[src/rtl/branch_predictor.sv]
// Direct-mapped branch target buffer with 2-bit saturating counters and an F->D->E prediction pipeline.
// Define BP_STATS_EN to add saturating BranchCount/MispredictCount statistics outputs.
module branch_predictor #(
  parameter int ENTRIES = 16
) (
  input  logic        clk,
  input  logic        reset,
  input  logic [31:0] PCF,
  input  logic        StallD,
  input  logic        FlushD,
  input  logic        FlushE,
  input  logic        BranchE,
  input  logic        BranchTakenE,
  input  logic [31:0] PCE,
  input  logic [31:0] BranchTargetE,
  output logic        PredictTaken,
  output logic [31:0] PredictedTargetF,
  output logic        BranchTaken,
  output logic        PredictTakenE,
  output logic        MispredictE,
  output logic [31:0] RecoverPCE
`ifdef BP_STATS_EN
  ,
  output logic [31:0] BranchCount,
  output logic [31:0] MispredictCount
`endif
);

  localparam int IDX_W = $clog2(ENTRIES);
  localparam int TAG_W = 30 - IDX_W;

  logic             valid_q  [ENTRIES];
  logic             valid_d  [ENTRIES];
  logic [TAG_W-1:0] tag_q    [ENTRIES];
  logic [TAG_W-1:0] tag_d    [ENTRIES];
  logic [31:0]      target_q [ENTRIES];
  logic [31:0]      target_d [ENTRIES];
  logic [1:0]       ctr_q    [ENTRIES];
  logic [1:0]       ctr_d    [ENTRIES];

  logic        d_taken_q, d_taken_d;
  logic [31:0] d_target_q, d_target_d;
  logic        e_taken_q, e_taken_d;
  logic [31:0] e_target_q, e_target_d;

  logic [IDX_W-1:0] f_idx, e_idx;
  logic [TAG_W-1:0] f_tag, e_tag;
  logic             f_hit;
  logic             br_taken;
  logic             mis_raw;
  logic             unused_pcf_bits;

  assign f_idx = PCF[IDX_W+1:2];
  assign f_tag = PCF[31:IDX_W+2];
  assign e_idx = PCE[IDX_W+1:2];
  assign e_tag = PCE[31:IDX_W+2];
  assign unused_pcf_bits = ^PCF[1:0];

  assign f_hit            = valid_q[f_idx] && (tag_q[f_idx] == f_tag) && ctr_q[f_idx][1];
  assign PredictTaken     = f_hit && !reset;
  assign PredictedTargetF = target_q[f_idx];

  assign br_taken      = BranchE & BranchTakenE;
  assign BranchTaken   = br_taken;
  assign PredictTakenE = e_taken_q & ~reset;

  // Wrong direction, wrong target on a correctly-predicted taken branch, or an alias hit on a non-branch.
  assign mis_raw = (BranchE & (BranchTakenE != e_taken_q)) |
                   (br_taken & e_taken_q & (BranchTargetE != e_target_q)) |
                   (~BranchE & e_taken_q);
  assign MispredictE = mis_raw & ~reset;
  assign RecoverPCE  = br_taken ? BranchTargetE : (PCE + 32'd4);

  always_comb begin
    valid_d  = valid_q;
    tag_d    = tag_q;
    target_d = target_q;
    ctr_d    = ctr_q;
    if (BranchE) begin
      if (BranchTakenE) begin
        if (tag_q[e_idx] != e_tag) begin
          ctr_d[e_idx] = 2'b10;
        end else if (ctr_q[e_idx] != 2'b11) begin
          ctr_d[e_idx] = ctr_q[e_idx] + 2'd1;
        end
        valid_d[e_idx]  = 1'b1;
        tag_d[e_idx]    = e_tag;
        target_d[e_idx] = BranchTargetE;
      end else if (ctr_q[e_idx] != 2'b00) begin
        ctr_d[e_idx] = ctr_q[e_idx] - 2'd1;
      end
    end else if (e_taken_q) begin
      valid_d[e_idx] = 1'b0;
    end
  end

  // StallD outranks FlushD in Decode; Execute only knows FlushE.
  always_comb begin
    d_taken_d  = d_taken_q;
    d_target_d = d_target_q;
    if (!StallD) begin
      if (FlushD) begin
        d_taken_d  = 1'b0;
        d_target_d = '0;
      end else begin
        d_taken_d  = f_hit;
        d_target_d = PredictedTargetF;
      end
    end
    e_taken_d  = FlushE ? 1'b0 : d_taken_q;
    e_target_d = FlushE ? '0 : d_target_q;
  end

  always_ff @(posedge clk) begin
    if (reset) begin
      for (int i = 0; i < ENTRIES; i++) begin
        valid_q[i]  <= 1'b0;
        tag_q[i]    <= '0;
        target_q[i] <= '0;
        ctr_q[i]    <= 2'b01;
      end
      d_taken_q  <= 1'b0;
      d_target_q <= '0;
      e_taken_q  <= 1'b0;
      e_target_q <= '0;
    end else begin
      valid_q    <= valid_d;
      tag_q      <= tag_d;
      target_q   <= target_d;
      ctr_q      <= ctr_d;
      d_taken_q  <= d_taken_d;
      d_target_q <= d_target_d;
      e_taken_q  <= e_taken_d;
      e_target_q <= e_target_d;
    end
  end

`ifdef BP_STATS_EN
  logic [31:0] branch_cnt_q, branch_cnt_d;
  logic [31:0] mis_cnt_q, mis_cnt_d;

  always_comb begin
    branch_cnt_d = branch_cnt_q;
    mis_cnt_d    = mis_cnt_q;
    if (BranchE && (branch_cnt_q != 32'hFFFF_FFFF)) branch_cnt_d = branch_cnt_q + 32'd1;
    if (MispredictE && (mis_cnt_q != 32'hFFFF_FFFF)) mis_cnt_d = mis_cnt_q + 32'd1;
  end

  always_ff @(posedge clk) begin
    if (reset) begin
      branch_cnt_q <= '0;
      mis_cnt_q    <= '0;
    end else begin
      branch_cnt_q <= branch_cnt_d;
      mis_cnt_q    <= mis_cnt_d;
    end
  end

  assign BranchCount     = branch_cnt_q;
  assign MispredictCount = mis_cnt_q;
`endif

endmodule

[config.mk]
export PLATFORM = sky130hd
export DESIGN_NAME = branch_predictor
export DESIGN_NICKNAME = d
export VERILOG_FILES = /design/src/rtl/branch_predictor.sv
export SDC_FILE = /design/constraint.sdc
export NUM_CORES = 2
export LEC_CHECK = 0
export ABC_CLOCK_PERIOD_IN_PS = 10970
export CORE_ASPECT_RATIO = 0.8
export CORE_MARGIN = 3
export CORE_UTILIZATION = 47
export DETAILED_ROUTE_END_ITERATION = 10
export GPL_ROUTABILITY_DRIVEN = 0
export PLACE_DENSITY = 0.73
export SYNTH_ARGS = -nofsm -noshare
export SYNTH_HDL_FRONTEND = slang
export SYNTH_SLANG_ARGS = --single-unit
[constraint.sdc]
create_clock -name clk -period 10.97 [get_ports clk]
set_clock_uncertainty 0.1 [all_clocks]
set_input_delay 2.194 -clock clk [delete_from_list [all_inputs] [get_ports clk]]
set_output_delay 2.194 -clock clk [all_outputs]
set_load 0.005 [all_outputs]
; Yosys cells after proc, flatten, opt, wreduce, memory -nomap -nowiden
; Cells that the tools add are included.
[op_classes]
n_eq_ne = 7
order_cmp = 3
add_sub_neg = 3
bitwise_logic = 19
n_reduce_logical = 12
n_mux = 40
[op_table]
columns = operator, n
row1 = $bwmux W512, 1
row2 = $bwmux W416, 1
row3 = $mux W32, 9
row4 = $bmux W26 S4, 2
row5 = $mux W26, 5
row6 = $bmux W32 S4, 1
row7 = $demux W32 S4, 1
row8 = $demux W26 S4, 1
row9 = $bwmux W32, 2
row10 = $mux W16, 3
row11 = $add A32 B3 Y32 const B, 1
row12 = $and A16 B16 Y16, 2
row13 = $ne A32 B32 Y1, 1
row14 = $not A16 Y16, 2
row15 = $or A16 B16 Y16, 2
row16 = $eq A26 B26 Y1, 1
row17 = $ne A26 B26 Y1, 1
row18 = $bmux W2 S4, 2
row19 = $ge A5 B5 Y1 const B, 2
row20 = $mux W2, 5
row21 = $not A4 Y5, 2
row22 = $demux W2 S4, 1
row23 = $and A1 B1 Y1, 7
row24 = $reduce_bool A2 Y1, 3
row25 = other kinds (17), 26
[totals]
reg_bits = 1042
output_inout_bits = 68
wordCells = 152
in_bits = 103

; Depth between registers and ports, before layout
[logic_depth]
depth_word = 9
depth_mapped = 18
depth_no_buf = 11

; Least setup slack after synthesis
; Ideal clock, no wire load.
[synth_path]
path_type = in2out
from = in PCF[2]
to = out PredictedTargetF[10]
path_slack_ns = 3.706
path_buffers = 4
t_arrival_ns = 4.970
cell_stages = 6
t_required_ns = 8.676
path_cell_list = buf_2 buf_1 clkbuf_1 buf_1 mux4_2 mux4_2
[synth_between]
elab_chain_len = 4
[synth_lines]
columns = item, line
row1 = from (decl), 8  ; input logic [31:0] PCF,
row2 = $not A4 Y5 (implied by the code), 61  ; assign PredictedTargetF = target_q[f_idx];
row3 = $bmux W32 S4, 61
row4 = $mux W32 (implied by the code) (2 in a row), 61
row5 = to (decl), 17  ; output logic [31:0] PredictedTargetF,
; No other way between the ends. The select of a mux whose other input is x is not followed.

; Worst setup path in the final report
[layout_path]
from = in PCE[4]
to = out RecoverPCE[23]
[layout_between]
elab_chain_len = 2
[layout_lines]
columns = item, line
row1 = from (decl), 14  ; input logic [31:0] PCE,
row2 = $add A32 B3 Y32, 72  ; assign RecoverPCE = br_taken ? BranchTargetE : (PCE + 32'd4);
row3 = $mux W32, 72
row4 = to (decl), 21  ; output logic [31:0] RecoverPCE
; No other way between the ends.

==> reports/qor.json <==
{
  "run_status": "complete, no violations",
  "yosysWarnings": 0,
  "h-tree-depth": 3,
  "grt_antenna_before_repair": 13,
  "worstSetupStartpointType": "input port",
  "cts_tree": "done",
  "timing.critical_path.arrival_ns": 6.58,
  "dr.pass1.iters": 9,
  "postSynth.asyncResetShare": 0,
  "normalized_max_slew_margin": 0.128,
  "cellPowerDensity_nw_per_um2": 149,
  "p_leak_nw": 17.6,
  "totalNegativeSetupSlack_ns": 0,
  "final.setup.worst_slack_ns": 2.10,
  "grt.overflow.total": 0,
  "synth_sequential_area_ratio": 0.430,
  "grt_resource_usage_total": 0.317,
  "drt-vias-per-instance": 6.37,
  "post_synth_num_cell_types": 56,
  "clkSlewWorstSetupHoldPaths_ns": 0.06,
  "drtIter0Drc": 7145,
  "cp-end-kind": "output port",
  "initial_core_util": 0.478,
  "grt_pass1_wl_um": 258000,
  "core_area_um2": 101000,
  "synth_cells": 5567,
  "min_path_type": "reg2reg",
  "post-route-cell-area_um2": 54400,
  "count_of_flip_flops_with_a_built_in_enable_after_synthesis": 0,
  "yosysTopAreaCell": "sky130_fd_sc_hd__dfxtp_1",
  "design.die.area_um2": 107000,
  "grt_setup_unrepaired": "false",
  "cts_resized": 0,
  "finalHoldViolations": 0,
  "r2r_end": "ctr_q[21]",
  "max_clock_freq_mhz": 113,
  "maximum_number_of_pins_on_one_net_before_global_route_repair": 256,
  "postSynthRegisterBits": 1042,
  "worst-slew-pin-transition_ns": 1.31,
  "setup_viol": 0,
  "cts.root.buffer_cell": "sky130_fd_sc_hd__clkbuf_16",
  "num_io_pins": 171,
  "route.vias.total": 43340,
  "detail_route.drc_violations": 0,
  "filler_cell_count": 8809,
  "layout.core_utilization": 0.536,
  "cts_buffers": 103,
  "critical_path_class": "in2out",
  "hpwlAfterDp_um": 97900,
  "ctsLongestPathBuffers": 3,
  "syn-cell-area_um2": 48500,
  "area_growth_pct": 12.2,
  "nets": 5496,
  "postSynth.topFlopCell": "sky130_fd_sc_hd__dfxtp_1",
  "syn-num-nets": 5676,
  "dpl-instance-area_um2": 50900,
  "post_cts_buffers": 0,
  "detail-route-antenna-nets": 0,
  "irDropWorstVdd_v": 0.000117,
  "worst_ep_required_time_ns": 8.68,
  "biggest_fanout_along_the_worst_timing_path": 32,
  "r2r-start": "tag_q[107]",
  "postCtsHoldBufs": 0,
  "ratio_of_final_minimum_period_to_clock_period": 0.809,
  "synth_common_cells": "1941 x sky130_fd_sc_hd__nand2_1, 1042 x sky130_fd_sc_hd__dfxtp_1, 963 x sky130_fd_sc_hd__a21oi_1",
  "wl_per_cell_um": 25.6,
  "post-synth-top-count-cell": "sky130_fd_sc_hd__nand2_1",
  "synth_top_cell_area_share": 0.430,
  "final_max_slew_viol_count": 0,
  "wl_um": 174000,
  "placementRows": 104,
  "clkLatencyLatePin_ns": 0.70,
  "maxCapViolations": 0,
  "cts_sinks": 1042,
  "die_w_um": 365,
  "syn_area_per_cell_um2": 8.71,
  "die-height_um": 293,
  "ff2ff_path_depth": 9,
  "first_global_vias": 40878,
  "post_route_cells_drive_above_1_share": 0.136,
  "worst_setup_path_startpoint": "PCE[4]",
  "timing.critical_path.to": "RecoverPCE[23]",
  "port_buffer_cells": 168,
  "synth_area_leaders": "sky130_fd_sc_hd__dfxtp_1 43%, sky130_fd_sc_hd__mux4_2 17%, sky130_fd_sc_hd__nand2_1 15%",
  "worst-r2r-setup-slack_ns": 7.28,
  "finalCriticalPeriod_ns": 8.87,
  "post-place-ws_ns": 2.28
}
## power breakdown
part | switching [mW] | leakage, nW | internal, mW
combinational | 0.423 | 7.42 | 0.203
sequential | 0.0174 | 8.40 | 3.81
clock | 1.58 | 1.73 | 2.05
## per-layer routing
layer / GRT usage / vias to the layer above / routed length, um
met2: 0.470 / 3143 / 75100
met4: 0.152 / 6 / 9100
met5: 0 / - / 33
li1: - / 18695 / -
met1: 0.421 / 20862 / 64200
met3: 0.0988 / 634 / 25600
## metrics by stage
step | cells | hold WS (ns) | total power, mW
after global routing | 6806 | 0.366 | 8.28
final | 6808 | 0.348 | 8.09
after CTS | 6797 | 0.352 | 8.07
after detailed placement | 6607 | 0.343 | 4.52
after floorplan | 5567 | 0.330 | 4.27
after global placement | 6607 | 0.335 | 4.51
## worst max-delay path, stage by stage
cell and delay, ns:
sky130_fd_sc_hd__clkdlybuf4s50_1 0.45, sky130_fd_sc_hd__buf_4 0.41, sky130_fd_sc_hd__and2_1 0.20, sky130_fd_sc_hd__buf_4 0.42, sky130_fd_sc_hd__nand3_1 0.15, sky130_fd_sc_hd__nor3_1 0.31, sky130_fd_sc_hd__and2_1 0.51, sky130_fd_sc_hd__nand3_1 0.16
sky130_fd_sc_hd__xor2_1 0.16, sky130_fd_sc_hd__o21ai_0 0.90, sky130_fd_sc_hd__clkdlybuf4s50_1 0.68
## worst min path at each step
stage,startpoint,to,depth (start not counted)
after CTS,target_q[322],target_q[322],2
after floorplan,d_target_q[31],e_target_q[31],1
final,target_q[405],target_q[405],2
after global placement,d_target_q[3],e_target_q[3],1
after global routing,target_q[11],target_q[11],2
after detailed placement,target_q[40],target_q[40],2
## final cells by class
| class | count | area (um2) | share of cell area |
|---|---|---|---|
| Antenna cell | 11 | 27.5 | 0.000506 |
| Tap cell | 1325 | 1660 | 0.0305 |
| Timing Repair Buffer | 282 | 2590 | 0.0475 |
| Sequential cell | 1042 | 20900 | 0.384 |
| Clock buffer | 149 | 3040 | 0.0559 |
| Inverter | 9 | 36.3 | 0.000667 |
| Clock inverter | 41 | 444 | 0.00817 |
| Multi-Input combinational cell | 3949 | 25700 | 0.473 |
## cells in the final DEF (no fill, tap or decap), types with 28 or more instances in the layout
cell type / count
sky130_fd_sc_hd__buf_4: 113
sky130_fd_sc_hd__nor2_1: 38
sky130_fd_sc_hd__xnor2_1: 46
sky130_fd_sc_hd__a22o_1: 45
sky130_fd_sc_hd__a21oi_1: 963
sky130_fd_sc_hd__clkinv_2: 28
sky130_fd_sc_hd__clkbuf_16: 104
sky130_fd_sc_hd__mux4_2: 373
sky130_fd_sc_hd__dfxtp_1: 1042
sky130_fd_sc_hd__o21ai_0: 70
sky130_fd_sc_hd__mux2i_1: 61
sky130_fd_sc_hd__nand3_1: 33
sky130_fd_sc_hd__xor2_1: 72
sky130_fd_sc_hd__and2_1: 37
sky130_fd_sc_hd__nand2_1: 1941
sky130_fd_sc_hd__clkdlybuf4s50_1: 160
## cells by family (layout without fill, tap and decap cells)
| family | count (synthesis) | count (layout) | share of synthesized area |
|---|---|---|---|
| DFF | 1042 | 1042 | 0.430 |
| buffers and inverters | 576 | 481 | 0.0462 |
| other | 0 | 11 | 0 |
| AOI/OAI and AO/OA | 1193 | 1193 | 0.133 |
| and+or+nand+nor | 2180 | 2180 | 0.177 |
| xor gates and xnor gates | 118 | 118 | 0.0213 |
| adders and majority gates | 6 | 6 | 0.00155 |
| muxes | 452 | 452 | 0.190 |
## flip-flops by register name (all words and copies together) (netlist names), named ones only
register    cells
d_taken_q       1
d_target_q     32
e_taken_q       1
e_target_q     32
ctr_q          32
tag_q         416
target_q      512
Note: power is estimated with default switching activity, not from simulation.
